`src/rtl/regfile_2w2r_pkg.sv`:
```
// Shared defaults for the two-write / two-read register file.
// Every rtl/ file imports this package so the defaults live in one place.
package regfile_2w2r_pkg;

    // Default data width in bits.
    localparam int RF_DEF_WIDTH = 32;

    // Default number of registers (power of two, at least 2).
    localparam int RF_DEF_DEPTH = 4;

    // Number of write ports and read ports.
    localparam int RF_NUM_WPORTS = 2;
    localparam int RF_NUM_RPORTS = 2;

endpackage : regfile_2w2r_pkg

```
`src/rtl/regfile_2w2r_scoreboard.sv`:
```
// Per-register busy scoreboard.
// A reservation marks a register as having a pending producer. Any write to
// that register clears the mark. The rbusy outputs look up the mark for each
// read address, with an optional early release when the producer is writing
// in this same cycle.
module regfile_2w2r_scoreboard
    import regfile_2w2r_pkg::*;
#(
    parameter int DEPTH    = RF_DEF_DEPTH,
    parameter bit ZERO_REG = 1'b0,
    parameter bit BYPASS   = 1'b1,
    localparam int ADDR_W  = $clog2(DEPTH)
) (
    input  logic              clk,
    input  logic              reset,      // asynchronous, active-low
    // Write enables already have dropped zero-register writes removed.
    input  logic              we0_eff,
    input  logic              we1_eff,
    input  logic [ADDR_W-1:0] waddr0,
    input  logic [ADDR_W-1:0] waddr1,
    input  logic              rsv_en,
    input  logic [ADDR_W-1:0] rsv_addr,
    input  logic [ADDR_W-1:0] raddr0,
    input  logic [ADDR_W-1:0] raddr1,
    output logic              rbusy0,
    output logic              rbusy1
);

    logic [DEPTH-1:0] busy_q;
    logic [DEPTH-1:0] busy_d;

    // Next-state busy bits. A reservation beats a write in the same cycle,
    // because the newly reserved producer has not written yet.
    always_comb begin
        // NOTE: every variable assigned here gets a value first. A path that
        // leaves it unassigned makes synthesis infer a latch.
        busy_d = busy_q;
        for (int a = 0; a < DEPTH; a++) begin
            logic set_a;
            logic clr_a;
            set_a = rsv_en && (rsv_addr == ADDR_W'(a))
                    && !(ZERO_REG && (a == 0));
            clr_a = (we0_eff && (waddr0 == ADDR_W'(a)))
                    || (we1_eff && (waddr1 == ADDR_W'(a)));
            if (set_a) begin
                busy_d[a] = 1'b1;
            end else if (clr_a) begin
                busy_d[a] = 1'b0;
            end
        end
    end

    // Busy flops. They clear as soon as reset is asserted.
    always_ff @(posedge clk or negedge reset) begin
        if (!reset) begin
            // NOTE: sequential state uses non-blocking assignments, so every
            // flop samples the values from before the edge.
            busy_q <= '0;
        end else begin
            busy_q <= busy_d;
        end
    end

    // Busy lookup for each read port, with the optional same-cycle release.
    always_comb begin
        rbusy0 = busy_q[raddr0];
        rbusy1 = busy_q[raddr1];
        if (BYPASS) begin
            if (((we0_eff && (waddr0 == raddr0)) || (we1_eff && (waddr1 == raddr0)))
                && !(rsv_en && (rsv_addr == raddr0))) begin
                rbusy0 = 1'b0;
            end
            if (((we0_eff && (waddr0 == raddr1)) || (we1_eff && (waddr1 == raddr1)))
                && !(rsv_en && (rsv_addr == raddr1))) begin
                rbusy1 = 1'b0;
            end
        end
    end

endmodule : regfile_2w2r_scoreboard

```
`src/rtl/regfile_2w2r.sv`:
```
// Register file for the pipelined datapath, with two write ports and two read
// ports. It provides enable-muxed flop storage, write-to-read bypass, an
// optional hardwired zero register, and a busy scoreboard that issue logic
// uses to stall on pending producers.
module regfile_2w2r
    import regfile_2w2r_pkg::*;
#(
    parameter int WIDTH    = RF_DEF_WIDTH,
    parameter int DEPTH    = RF_DEF_DEPTH,
    parameter bit ZERO_REG = 1'b0,
    parameter bit BYPASS   = 1'b1,
    localparam int ADDR_W  = $clog2(DEPTH)
) (
    input  logic              clk,
    input  logic              reset,      // asynchronous, active-low
    input  logic              we0,
    input  logic              we1,
    input  logic [ADDR_W-1:0] waddr0,
    input  logic [ADDR_W-1:0] waddr1,
    input  logic [WIDTH-1:0]  wdata0,
    input  logic [WIDTH-1:0]  wdata1,
    input  logic [ADDR_W-1:0] raddr0,
    input  logic [ADDR_W-1:0] raddr1,
    output logic [WIDTH-1:0]  rdata0,
    output logic [WIDTH-1:0]  rdata1,
    output logic              rbusy0,
    output logic              rbusy1,
    input  logic              rsv_en,
    input  logic [ADDR_W-1:0] rsv_addr,
    output logic              wr_conflict
);

    logic [WIDTH-1:0] mem_q [DEPTH];
    logic [WIDTH-1:0] mem_d [DEPTH];
    logic             wr_conflict_q;
    logic             wr_conflict_d;
    logic             we0_eff;
    logic             we1_eff;

    // When the zero register is enabled, writes to address 0 are dropped.
    // Address inputs only matter when the matching enable is high.
    always_comb begin
        we0_eff = we0 && !(ZERO_REG && (waddr0 == '0));
        we1_eff = we1 && !(ZERO_REG && (waddr1 == '0));
    end

    // Write decode. Each register takes new data only when it is addressed,
    // and port 1 wins when both ports hit the same register.
    always_comb begin
        for (int i = 0; i < DEPTH; i++) begin
            mem_d[i] = mem_q[i];
            if (we1_eff && (waddr1 == ADDR_W'(i))) begin
                mem_d[i] = wdata1;
            end else if (we0_eff && (waddr0 == ADDR_W'(i))) begin
                mem_d[i] = wdata0;
            end
        end
    end

    // The collision flag uses the raw enables, so a collision on the zero
    // register is still reported.
    always_comb begin
        wr_conflict_d = we0 && we1 && (waddr0 == waddr1);
    end

    // Storage flops and the registered collision flag.
    always_ff @(posedge clk or negedge reset) begin
        if (!reset) begin
            // NOTE: this array is plain flops, not a RAM macro, so it can
            // take the asynchronous clear. A RAM macro would not accept one.
            for (int i = 0; i < DEPTH; i++) begin
                mem_q[i] <= '0;
            end
            wr_conflict_q <= 1'b0;
        end else begin
            for (int i = 0; i < DEPTH; i++) begin
                mem_q[i] <= mem_d[i];
            end
            wr_conflict_q <= wr_conflict_d;
        end
    end

    assign wr_conflict = wr_conflict_q;

    // Read muxes. The port 1 bypass check comes last, so port 1 has priority
    // when both write ports match the read address.
    always_comb begin
        rdata0 = mem_q[raddr0];
        rdata1 = mem_q[raddr1];
        if (BYPASS) begin
            if (we0_eff && (waddr0 == raddr0)) rdata0 = wdata0;
            if (we1_eff && (waddr1 == raddr0)) rdata0 = wdata1;
            if (we0_eff && (waddr0 == raddr1)) rdata1 = wdata0;
            if (we1_eff && (waddr1 == raddr1)) rdata1 = wdata1;
        end
        if (ZERO_REG && (raddr0 == '0)) rdata0 = '0;
        if (ZERO_REG && (raddr1 == '0)) rdata1 = '0;
    end

    regfile_2w2r_scoreboard #(
        .DEPTH    (DEPTH),
        .ZERO_REG (ZERO_REG),
        .BYPASS   (BYPASS)
    ) u_scoreboard (
        .clk      (clk),
        .reset    (reset),
        .we0_eff  (we0_eff),
        .we1_eff  (we1_eff),
        .waddr0   (waddr0),
        .waddr1   (waddr1),
        .rsv_en   (rsv_en),
        .rsv_addr (rsv_addr),
        .raddr0   (raddr0),
        .raddr1   (raddr1),
        .rbusy0   (rbusy0),
        .rbusy1   (rbusy1)
    );

endmodule : regfile_2w2r

```
`config.mk`:
```
export PLATFORM = sky130hd
export DESIGN_NAME = regfile_2w2r
export DESIGN_NICKNAME = d
export VERILOG_FILES = /design/src/rtl/regfile_2w2r_pkg.sv /design/src/rtl/regfile_2w2r_scoreboard.sv /design/src/rtl/regfile_2w2r.sv
export SDC_FILE = /design/constraint.sdc
export NUM_CORES = 1
export LEC_CHECK = 0
export CORE_ASPECT_RATIO = 0.6
export CORE_MARGIN = 3
export CORE_UTILIZATION = 35
export DETAILED_ROUTE_END_ITERATION = 10
export GPL_ROUTABILITY_DRIVEN = 0
export PLACE_DENSITY_LB_ADDON = 0.08
export REMOVE_ABC_BUFFERS = 1
export SLEW_MARGIN = 20
export SYNTH_ARGS = -nofsm -noshare
export SYNTH_HDL_FRONTEND = slang
export SYNTH_SLANG_ARGS = --single-unit
```
`constraint.sdc`:
```
create_clock -name clk -period 2.33 [get_ports clk]
set_input_delay 0.699 -clock clk [delete_from_list [all_inputs] [get_ports clk]]
set_output_delay 0.699 -clock clk [all_outputs]
set_load 0.03 [all_outputs]
```
# After elaboration in Yosys (flattened, before gate mapping)
# Cells that the tools add are included.
# classes
n_mux	32
n_reduce_logical	41
eq_ne	16
n_bitwise	2
order_cmp	4
# op_table
op	count
32-bit 2-to-1 mux	16
32-bit binary-select mux with 2-bit select	2
1-bit logical AND	22
2-bit nonzero test	8
2-bit == test	7
2-bit == test, second input constant	6
1-bit 2-to-1 mux	12
2-bit by 1-bit == test with 1-bit output, second input constant	3
3-bit greater-or-equal comparator, second input constant	2
2-bit zero test	3
1-bit logical OR	6
2-bit by 3-bit < comparator with 1-bit output, second input constant	2
2-bit inverter with 3-bit output	2
1-bit binary-select mux with 2-bit select	2
1-bit zero test	2
# totals
reg_bits	133

# Depth between registers and ports, before layout
# Gate-level depths: netlist of run 1.
# logic_depth
ltp_word	6
depth_mapped	8

# Cells and area by module
# Synthesis of run 1 repeated with hierarchy kept, for this count alone.
# unflattened
cells_unflattened	1045
area_unflattened_um2	10613.9
# by_module_without_submodules
mod	area_each_um2	cells_each	n_inst
regfile_2w2r	10189.8	999	1
regfile_2w2r_scoreboard	424.2	46	1

# Least setup slack after synthesis of run 1
# Ideal clock, no wire load.
# synth_timing
path_kind	input port to output port
start	in raddr1[1]
end	out rdata1[10]
stages	7
slack_ps	-400
arrival_time_ps	2031
path_cell_list	buf_2 xnor2_1 and3_1 buf_4 buf_6 nand2_1 a31oi_1
# synth_via
elab_chain_len	6
# synth_lines
item	line	source
start: declaration	regfile_2w2r.sv:23	input logic [ADDR_W-1:0] raddr1,
2-bit inverter with 3-bit output (not written as such)	regfile_2w2r.sv:89	rdata1 = mem_q[raddr1];
32-bit binary-select mux with 2-bit select	regfile_2w2r.sv:89	
32-bit 2-to-1 mux (not written as such) (2 in a row)	regfile_2w2r.sv:89	
32-bit 2-to-1 mux	regfile_2w2r.sv:93	if (we0_eff && (waddr0 == raddr1)) rdata1 = wdata0;
32-bit 2-to-1 mux *	regfile_2w2r.sv:94	if (we1_eff && (waddr1 == raddr1)) rdata1 = wdata1;
end: declaration	regfile_2w2r.sv:25	output logic [WIDTH-1:0] rdata1,
# Mark *: on every way between the ends. The rest lies on a longest branch, timed or not. The select of a mux whose other input is x is not followed.

# Worst setup path after layout of run 1
# layout_timing
start	in raddr0[0]
end	out rdata0[19]
# layout_via
elab_chain_len	6
# layout_lines
item	line	source
start: declaration	regfile_2w2r.sv:22	input logic [ADDR_W-1:0] raddr0,
2-bit inverter with 3-bit output (not written as such)	regfile_2w2r.sv:88	rdata0 = mem_q[raddr0];
32-bit binary-select mux with 2-bit select	regfile_2w2r.sv:88	
32-bit 2-to-1 mux (not written as such) (2 in a row)	regfile_2w2r.sv:88	
32-bit 2-to-1 mux	regfile_2w2r.sv:91	if (we0_eff && (waddr0 == raddr0)) rdata0 = wdata0;
32-bit 2-to-1 mux *	regfile_2w2r.sv:92	if (we1_eff && (waddr1 == raddr0)) rdata0 = wdata1;
end: declaration	regfile_2w2r.sv:24	output logic [WIDTH-1:0] rdata0,
# Marked as above.

==> flow_metrics.tcl, run 1 <==
set metrics [dict create \
    synth-simple-area-share 0.186 \
    cp-end-kind "primary output" \
    grt_usage 0.257 \
    clock_latency_ps 440 \
    synth-edff-count 0 \
    syn_inst 1013 \
    antenna_cells 0 \
    numCtsBuffers 17 \
    drtIter0Drc 831 \
    ys_seq_elements 133 \
    cts.htree.levels 4 \
    rsz0062_at_grt "true" \
    fp-row-count 45 \
    drt_wl_total_mm 38.6 \
    slew_violations 0 \
    io_buffers 145 \
    critPathKind "primary input to primary output" \
    synth_top_family_by_area "multiplexers" \
    leakagePower_nw 6.44 \
    synth_compound_area_frac 0.143 \
    finalCritPeriodShare 1.17 \
    grt_start_max_net_pins 45 \
    synth.avg_cell_area_um2 9.29 \
    dr_total_vias 9348 \
    wl_per_cell_um 23.0 \
    worst_slack_ps -400 \
    initial_core_util 0.364 \
    final_layout_size_suffix_gt1_frac 0.444 \
    muxShareOfSynthArea 0.226 \
    first_pass_iters 7 \
    clockBufferDepth 2 \
    synth_xor_xnor_area_share 0.0130 \
    setup_viol 66 \
    hold_violations 0 \
    instances_no_fill 1680 \
    power_density_mw_per_mm2 676 \
    drc_errors 0 \
    crit_fanout 6 \
    num_io_pins 146 \
    antenna_left 0 \
    dp_hpwl_mm 25.3 \
    grt_pass1_vias 9141 \
    die_h_um 133 \
    preCtsSetupSlack_ps -920 \
    worstMarginPinSlew_ps 645 \
    antenna_found_initial 0 \
    placed_area_mm2 0.0126 \
    via_per_inst 5.56 \
    netlist_area_mm2 0.00941 \
    violations "negative setup slack" \
    crit_path_start_kind "primary input" \
    status "finished, violations left" \
    ir_worst_vdd_uv 406 \
    cp.required_ps 1630 \
    fin_setup_tns_ps -21490 \
    relSlewSlack 0.570 \
    ys_async_sr_fraction 1.00 \
    post-route-min-period_ps 2730 \
    nNetsFinal 1395 \
    die_w_um 218 \
    dp.cells 1600 \
    cts_hold_buf 0 \
    ys_seq_area_frac 0.354 \
    syn_to_final_growth_pct 58.0 \
    synth_ff_type "dfrtp_1" \
    synthAdderAreaFrac 0 \
    clkSlewWorstSetupHoldPaths_ps 60 \
    whs_ps 213 \
    maxCapViolations 0 \
    postLayoutCellArea_mm2 0.0149 \
    synth_cell_types 38 \
    fmax_ghz 0.366 \
    arrival_ps 2030 \
    fillers 2215 \
    hold_class "primary input to async pin" \
    cts_root_buf "clkbuf_16" \
    cts_num_sinks 133 \
    coreArea_mm2 0.0258 \
    grt_overflow 0 \
    grt_pass1_wl_mm 56.4 \
    skew_ps 0 \
    tritoncts "done" \
    design.die.area_mm2 0.0290 \
    yosysWarnings 0 \
]
cell usage after synthesis (6+ instances only):
| library cell | instances | area share |
|---|---|---|
| nand2_1 | 256 | 0.10 |
| dfrtp_1 | 133 | 0.35 |
| nor2_1 | 119 | 0.047 |
| a31oi_1 | 110 | 0.073 |
| mux4_2 | 66 | 0.16 |
| mux2i_1 | 64 | 0.068 |
| buf_2 | 44 | 0.023 |
| o21ai_0 | 27 | 0.014 |
| a21oi_2 | 26 | 0.024 |
| nor2_2 | 25 | 0.017 |
| inv_1 | 21 | 0.0084 |
| buf_6 | 20 | 0.024 |
| a222oi_1 | 18 | 0.019 |
| buf_4 | 13 | 0.010 |
| xnor2_1 | 12 | 0.011 |
| clkbuf_1 | 10 | 0.0040 |
| a21oi_1 | 6 | 0.0032 |
flip-flops by register name, summed over array words and instances, names as in the netlist:
name / count
mem_q: 128
u_scoreboard.busy_q: 4
wr_conflict: 1
path summary, 6_finish.rpt:
path,startpoint,end,slack (ps),cells past startpoint
max,raddr0[0],rdata0[19],-400,8
min,reset,mem_q[112],210,1
max reg2reg,mem_q[24],mem_q[24],1400,2
min reg2reg,mem_q[72],mem_q[72],510,2
max in group asynchronous,reset,mem_q[40],1450,2
min in group clk,mem_q[72],mem_q[72],510,2
where the power goes:
part / switching [mW] / total (mW) / internal, mW
Combinational: 2.18 / 4.38 / 2.20
Sequential: 0.336 / 3.05 / 2.72
Clock: 1.04 / 2.61 / 1.57
per-stage QoR:
stage,total power [mW],util
2_1_floorplan,4.99,-
3_3_place_gp,6.80,0.487
3_5_place_dp,6.85,0.487
4_1_cts,9.78,0.547
5_1_grt,10.5,0.575
6_report,10.0,0.575
area by class of cell:
type                            instances  area (um^2)  share of cell area
Multi-Input combinational cell        765         6210               0.417
Timing Repair Buffer                  378         4270               0.287
Sequential cell                       133         3330               0.224
Clock buffer                           27          503              0.0338
Tap cell                              352          440              0.0296
Inverter                               21         78.8             0.00530
Clock inverter                          4         45.0             0.00303
layout by cell type (no fill, tap or decap), types with 11 or more instances in the layout:
cell / instances
mux2i_1: 64
nand2_1: 191
clkdlybuf4s50_1: 65
nand2_2: 57
a31oi_4: 18
dfrtp_1: 133
nor2_4: 11
nor2_1: 101
a222oi_1: 18
nor2_2: 32
a21oi_2: 26
a31oi_1: 84
inv_1: 21
buf_4: 175
buf_12: 65
mux4_2: 66
clkbuf_16: 23
buf_6: 45
o21ai_0: 27
logic make-up after synthesis:
logic type / count (synthesis)
flops: 133
buf+inv: 115
compound gates: 198
simple gates: 423
xor+xnor: 14
mux: 130
layer usage:
metal | wire length, um | GRT usage
met5 | 0 | 0
met4 | 664 | 0.0532
met3 | 3730 | 0.0615
met2 | 16900 | 0.388
met1 | 17300 | 0.376
worst max-delay path, cell delays in order:
cell	delay (ps)
buf_16	140
xnor2_4	150
and3_4	290
buf_4	140
clkbuf_16	130
nand2_1	60
a31oi_1	210
buf_4	200
what timing repair did:
action / CTS / global route
setup buffers: 31 / 16
setup endpoints to repair: 80 / 66
gates cloned: 6 / 8
pin swaps: 80 / 53
gates resized for setup: 163 / 120
Power figures use the tool's default switching activity.
==> run 2, diff against run 1 <==
- MAX_ROUTING_LAYER: unset -> met4
==> flow_metrics.tcl, run 2 (same netlist as run 1, synthesis figures left out) <==
set metrics [dict create \
    initial_core_util 0.364 \
    num_io_pins 146 \
    grt_pass1_wl_mm 56.4 \
    largest_register "mem_q" \
    first_pass_iters 7 \
    ir_worst_vdd_uv 406 \
    grt_start_max_net_pins 45 \
    cp_num_buf_inv 6 \
    worst_slack_ps -396 \
    dp.cells 1600 \
    cts_hold_buf 0 \
    fp-row-count 45 \
    wl_per_cell_um 23.1 \
    grt_usage 0.265 \
    antenna_found_initial 0 \
    hold_class "primary input to async pin" \
    setup_viol 66 \
    final_common_cell "nand2_1" \
    finalCritPeriodShare 1.17 \
    clkSlewWorstSetupHoldPaths_ps 60 \
    die_h_um 133 \
    tritoncts "done" \
    largest_reg_flops 128 \
    fin_setup_tns_ps -21940 \
    post-route-min-period_ps 2730 \
    worstMarginPinSlew_ps 668 \
    nNetsFinal 1398 \
    critical_path.cell_chain "buf_16 -> buf_8 -> xnor2_4 -> nand3_4 -> buf_12 -> buf_12 -> clkbuf_16 -> nor2_1 -> a31oi_1 -> buf_4" \
    drc_errors 0 \
    design.die.area_mm2 0.0290 \
    r2r_start "mem_q[24]" \
    crit_fanout 6 \
    dr_total_vias 9408 \
    power_mw 10.1 \
    cp_common_cell "buf_12" \
    grt_overflow 0 \
    cp_slowest_cell "buf_4" \
    coreArea_mm2 0.0258 \
    cts_root_buf "clkbuf_16" \
    arrival_ps 2030 \
    violations "negative setup slack" \
    io_buffers 145 \
    clock_latency_ps 440 \
    status "finished, violations left" \
    worstReg2RegEnd "mem_q[24]" \
    power_density_mw_per_mm2 673 \
    die_w_um 218 \
    critPathCapture "rdata1[4]" \
    syn_to_final_growth_pct 59.4 \
    max_stage_delay_ps 170 \
    dp_hpwl_mm 25.3 \
    crit_path_start_kind "primary input" \
    numCtsBuffers 17 \
    drt_wl_total_mm 38.9 \
    final_layout_size_suffix_gt1_frac 0.450 \
    maxCapViolations 0 \
    r2r_setup_slack_ps 1400 \
    instances_no_fill 1683 \
    antenna_left 0 \
    skew_ps 0 \
    final_cell_mix "187 x nand2_1, 174 x buf_4, 133 x dfrtp_1" \
    antenna_cells 0 \
    crit_family "buffers and inverters" \
    grt_pass1_vias 9158 \
    multi_input_area_mm2 0.00628 \
    r2r_cells 2 \
    rsz0062_at_grt "true" \
    drtIter0Drc 877 \
    cts.htree.levels 4 \
    critPathKind "primary input to primary output" \
    final_util 0.581 \
    slew_violations 0 \
    cp-startpoint "raddr1[0]" \
    cts_num_sinks 133 \
    cp.required_ps 1630 \
    cp-end-kind "primary output" \
    clockBufferDepth 2 \
    via_per_inst 5.59 \
    preCtsSetupSlack_ps -920 \
    final-seq-area_mm2 0.00333 \
    leakagePower_nw 6.48 \
    hold_violations 0 \
    fillers 2198 \
    fmax_ghz 0.367 \
    crit_cells 10 \
    relSlewSlack 0.554 \
]
-- run 2: worst min-delay path by stage --
stage	endpoint	start
floorplan	mem_q[0]	reset
global placement	mem_q[65]	mem_q[65]
detailed placement	mem_q[64]	mem_q[64]
CTS	mem_q[112]	reset
global route	mem_q[112]	reset
finish	mem_q[112]	reset
-- run 2: timing repair --
item	CTS	global route
pin swaps	80	67
resized for setup	163	138
cloned	6	8
endpoints found under the setup margin	80	66
buffers inserted	31	20
-- run 2: layer usage --
metal	vias up	track usage	wire, um
li1	4247	-	-
met5	-	-	0
met4	0	0.0521	741
met3	50	0.0604	3590
met1	4694	0.376	17500
met2	417	0.389	17000
-- run 2: final cells by class --
cell class                 count  area share
multi-input combinational    765       0.419
timing repair buffer         381       0.288
sequential                   133       0.222
clock buffer                  27      0.0335
tap                          352      0.0293
inverter                      21     0.00525
clock inverter                 4     0.00300
-- run 2: power breakdown --
part           internal, mW  leakage (nW)  switching [mW]
sequential             2.72          1.54           0.335
combinational          2.23          4.67            2.21
clock                  1.57         0.271            1.04
total                  6.52          6.48            3.59
-- run 2: stage by stage --
stage          area [um^2]  hold slack (ps)
2_1_floorplan         8760              403
3_3_place_gp         12600              485
3_5_place_dp         12600              494
4_1_cts              14100              214
5_1_grt              15000              225
6_report             15000              211
==> run 3, diff against run 2 <==
- REMOVE_ABC_BUFFERS: 1 -> unset
==> flow_metrics.tcl, run 3 (same netlist as run 1, synthesis figures left out) <==
set metrics [dict create \
    largest_reg_flops 128 \
    final_layout_size_suffix_gt1_frac 0.513 \
    maxCapViolations 0 \
    worst_slack_ps -459 \
    syn_to_final_growth_pct 71.9 \
    tritoncts "done" \
    cp.required_ps 1630 \
    numCtsBuffers 17 \
    max_stage_delay_ps 220 \
    die_h_um 133 \
    power_density_mw_per_mm2 692 \
    worstMarginPinSlew_ps 615 \
    violations "negative setup slack" \
    syn-num-nets 1092 \
    ir_worst_vdd_uv 479 \
    skew_ps 0 \
    grt_usage 0.280 \
    highest_layer "met4" \
    relSlewSlack 0.589 \
    cp_common_cell "buf_12" \
    die_w_um 218 \
    dr_total_vias 9441 \
    final_util 0.626 \
    grt_overflow 0 \
    wl_met3_mm 3.32 \
    fmax_ghz 0.359 \
    crit_path_start_kind "primary input" \
    clkSlewWorstSetupHoldPaths_ps 60 \
    r2r_setup_slack_ps 1400 \
    final_common_cell "nand2_1" \
    num_io_pins 146 \
    crit_family "buffers and inverters" \
    initial_core_util 0.364 \
    io_buffers 145 \
    cp_slowest_cell "and3_4" \
    r2r_start "mem_q[26]" \
    slew_violations 0 \
    hold_violations 0 \
    via_per_inst 5.63 \
    finalCritPeriodShare 1.20 \
    drtIter0Drc 727 \
    cts.htree.levels 4 \
    setup_viol 66 \
    largest_register "mem_q" \
    cts_hold_buf 0 \
    critical_path.cell_chain "buf_12 -> buf_12 -> xnor2_4 -> and3_4 -> buf_12 -> clkbuf_16 -> nand2_4 -> a31oi_4 -> buf_12" \
    post-route-min-period_ps 2790 \
    drc_errors 0 \
    hold_class "primary input to async pin" \
    design.die.area_mm2 0.0290 \
    grt_pass1_vias 9430 \
    fp-row-count 45 \
    antenna_found_initial 0 \
    leakagePower_nw 6.90 \
    met2WireLength_mm 16.6 \
    wl_per_cell_um 23.8 \
    first_pass_iters 6 \
    coreArea_mm2 0.0258 \
    clockBufferDepth 2 \
    antenna_cells 0 \
    status "finished, violations left" \
    nNetsFinal 1390 \
    cp-startpoint "raddr1[0]" \
    cts_num_sinks 133 \
    antenna_left 0 \
    dp_hpwl_mm 24.6 \
    cp-end-kind "primary output" \
    drt_wl_total_mm 39.9 \
    power_mw 11.2 \
    arrival_ps 2090 \
    grt_pass1_wl_mm 59.4 \
    grt_start_max_net_pins 76 \
    crit_fanout 7 \
    m1WireLength_mm 19.3 \
    rsz0062_at_grt "true" \
    cts_root_buf "clkbuf_16" \
    clock_latency_ps 440 \
    final_cell_mix "136 x nand2_1, 134 x buf_4, 133 x dfrtp_1" \
    whs_ps 30.8 \
    cp_num_buf_inv 5 \
    critPathKind "primary input to primary output" \
]
-- run 3: power breakdown --
| part | switching [mW] | internal [mW] |
|---|---|---|
| Sequential | 0.328 | 2.72 |
| Clock | 1.13 | 2.02 |
| Combinational | 2.48 | 2.53 |
| Total | 3.94 | 7.26 |
-- run 3: cell type report --
| type | count | area (um^2) |
|---|---|---|
| Multi-Input combinational cell | 765 | 7260 |
| Clock buffer | 21 | 480 |
| Clock inverter | 11 | 194 |
| Timing Repair Buffer | 373 | 4400 |
| Tap cell | 352 | 440 |
| Fill cell | 2031 | 9660 |
| Inverter | 21 | 78.8 |
| Sequential cell | 133 | 3330 |
-- run 3: metrics by stage --
step | instance area (um^2) | std cells | TNS (ps) | setup WS (ps)
floorplan | 10800 | 1013 | -5830 | -99.4
global placement | 13600 | 1599 | -74270 | -862
detailed placement | 13600 | 1599 | -76540 | -878
CTS | 15800 | 1674 | -27190 | -463
global route | 16200 | 1676 | -28710 | -489
finish | 16200 | 1676 | -26280 | -459
-- run 3: what timing repair did --
| action | in CTS | in global routing |
|---|---|---|
| setup buffers | 28 | 8 |
| endpoints found under the setup margin | 66 | 66 |
| resized for setup | 245 | 100 |
| pin swaps | 55 | 69 |
| gates cloned | 15 | 5 |
-- run 3: worst paths after layout --
kind                                     to  cells past startpoint
worst min-delay path            wr_conflict                      1
worst min register to register    mem_q[78]                      2
max in group asynchronous         mem_q[86]                      2
worst max-delay path             rdata1[14]                      9
min in group clk                  mem_q[78]                      2
worst max register to register    mem_q[26]                      2
-- run 3: routing by layer --
layer	global-route usage	up-vias
met5	-	-
met4	0.0825	0
met3	0.0675	57
met2	0.379	413
met1	0.412	4735
li1	-	4236
==> RTL change: new RTL, settings of run 2 <==
Set the package constant `RF_DEF_WIDTH` to 64 (it was 32).
--- a/src/rtl/regfile_2w2r_pkg.sv
+++ b/src/rtl/regfile_2w2r_pkg.sv
@@ -3,7 +3,7 @@
 package regfile_2w2r_pkg;
 
     // Default data width in bits.
-    localparam int RF_DEF_WIDTH = 32;
+    localparam int RF_DEF_WIDTH = 64;
 
     // Default number of registers (power of two, at least 2).
     localparam int RF_DEF_DEPTH = 4;
Ports: changed (resized rdata0, rdata1, wdata0 and wdata1); port bits go from 146 to 274. No check against the original RTL was run, so the function may have changed too.
==> RTL change against run 2 <==
The flow still finishes with violations (setup timing); sequential share of layout area grew 1.2 points; area after synthesis is 95% higher; sequential cell count up 128; non-clock buffer count grew 275; design area rose by 86%; clock skew is the same; power increased by 87%; routed wire length rose by 94%; setup slack got worse by 95 ps; critical endpoint is now rdata0[36].
==> RTL change: results (changes against run 2) <==
run_status:
  status: "finished with violations"  # unchanged
  violations: "setup timing"  # unchanged
logic_synthesis:
  async_flop_share: 1.00  # unchanged
  synthMuxAreaShare: 0.264  # was 0.226
  ys_types: 35  # was 38
  synth_compound_area_frac: 0.153  # was 0.143
  synth_common_cells: "490 x nand2_1, 261 x dfrtp_1, 255 x nor2_1"  # was 256 x nand2_1, 133 x dfrtp_1, 119 x nor2_1
  synth-main-ff-cell: "dfrtp_1"  # unchanged
  ys_top_cells_by_area: "dfrtp_1 36%, mux4_2 16%, mux2i_1 10%"  # was dfrtp_1 35%, mux4_2 16%, nand2_1 10%
  yosysWarnings: 0  # unchanged
  synthXorXnorAreaFrac: 0.00669  # was 0.0130
  yosysSeqAreaShare: 0.356  # was 0.354
  synth_adder_area_share: 0  # unchanged
  synth_area_per_cell_um2: 9.40  # was 9.29 um^2
clock_tree:
  cts_resized: 185  # was 163
  clkLatencyLatePin_ps: 550  # was 440 ps
  cts_max_path_buffers: 3  # was 2
  htree_levels: 1  # was 4
  clk_pin_slew_worst_paths_ps: 70
  cts_setup_buffers: 40  # was 31
  cts_buffers: 28  # was 17
place:
  hpwl_um: 47700  # was 25300 um
  place_area_mm2: 0.0239  # was 0.0126 mm^2
  place_ws_ps: -980  # was -920 ps
  portBuffers: 273  # was 145
  placed_cells: 3044  # was 1600
finish:
  nets: 2595  # was 1398
  fillers: 4443  # was 2198
  top_register: "mem_q"  # unchanged
  largest_reg_flops: 256  # was 128
  drive_above_1_share: 0.398  # was 0.450
  final_cell_count_no_fill: 3170  # was 1683
  ff_latch_area_mm2: 0.00653  # was 0.00333 mm^2
timing:
  fin_skew_ps: 0  # unchanged
  tns_ps: -53260  # was -21940 ps
  worst_pin_slew_ps: 589  # was 668 ps
  fin_ws_ps: -491  # was -396 ps
  setup_viol: 130  # was 66
hold_path:
  holdCritPathClass: "in2async"  # unchanged
grt:
  grt_pass1_wl_um: 108000  # was 56400 um
  grt_pass1_vias: 17200  # was 9158
  grt_usage: 0.262  # was 0.265
  grt_max_degree: 49  # was 45
  antenna_found_initial: 3  # was 0
routing:
  wl_um: 75200  # was 38900 um
  vias_per_cell: 5.56  # was 5.59
  drt_iter0_drc: 1568  # was 877
power_and_ir_drop:
  switching_share: 0.367  # was 0.355
  p_leak_uw: 0.0122  # was 0.00648 uW
  peakVddDrop_mv: 0.546  # was 0.406 mV
setup_path:
  arrival_ps: 2120  # was 2030 ps
  crit_fanout: 8  # was 6
## RTL change: worst max-delay path: stages
cell and delay, ps:
buf_16 140, xnor2_4 180, and3_4 290, buf_12 150
buf_12 140, nand2_1 60, a31oi_1 220, buf_4 200
## RTL change: cell type report
type	instances	area share
clock buffer	44	0.0312
timing repair buffer	656	0.261
inverter	12	0.00161
sequential	261	0.234
clock inverter	8	0.00246
antenna	3	0.000268
multi-input combinational	1493	0.439
tap	693	0.0310
## RTL change: metal layers
metal | routed length, um | global-route usage | part of all wire | vias to the layer above
met1 | 34300 | 0.369 | 0.46 | 8914
met2 | 34300 | 0.398 | 0.46 | 641
met3 | 4820 | 0.0398 | 0.064 | 102
met5 | 0 | - | 0 | -
li1 | - | - | - | 7982
met4 | 1830 | 0.0625 | 0.024 | 0
## RTL change: logic make-up (layout without fill, tap and decap cells)
| logic type | after synthesis | in the layout |
|---|---|---|
| buffers and inverters | 197 | 720 |
| multiplexers | 322 | 322 |
| other | 0 | 3 |
| AO/OA/AOI/OAI | 390 | 390 |
| flip-flops | 261 | 261 |
| XOR/XNOR | 14 | 14 |
| AND/OR/NAND/NOR | 767 | 767 |
## RTL change: worst paths after layout
check,startpoint,slack (ps),endpoint
setup / recovery,raddr0[0],-490,rdata0[36]
hold / removal,reset,30,mem_q[53]
setup reg to reg,mem_q[122],1400,mem_q[122]
hold reg to reg,mem_q[15],500,mem_q[15]
max in group asynchronous,reset,1470,mem_q[38]
min in group clk,mem_q[15],500,mem_q[15]
## RTL change: power by group through the flow
stage,combinational (uW),sequential [uW],clock (uW)
2_1_floorplan,4170,5800,0
3_3_place_gp,6980,5950,0
3_5_place_dp,7050,6000,0
4_1_cts,7510,5920,4770
5_1_grt,8760,6040,4950
6_report,8260,5940,4670
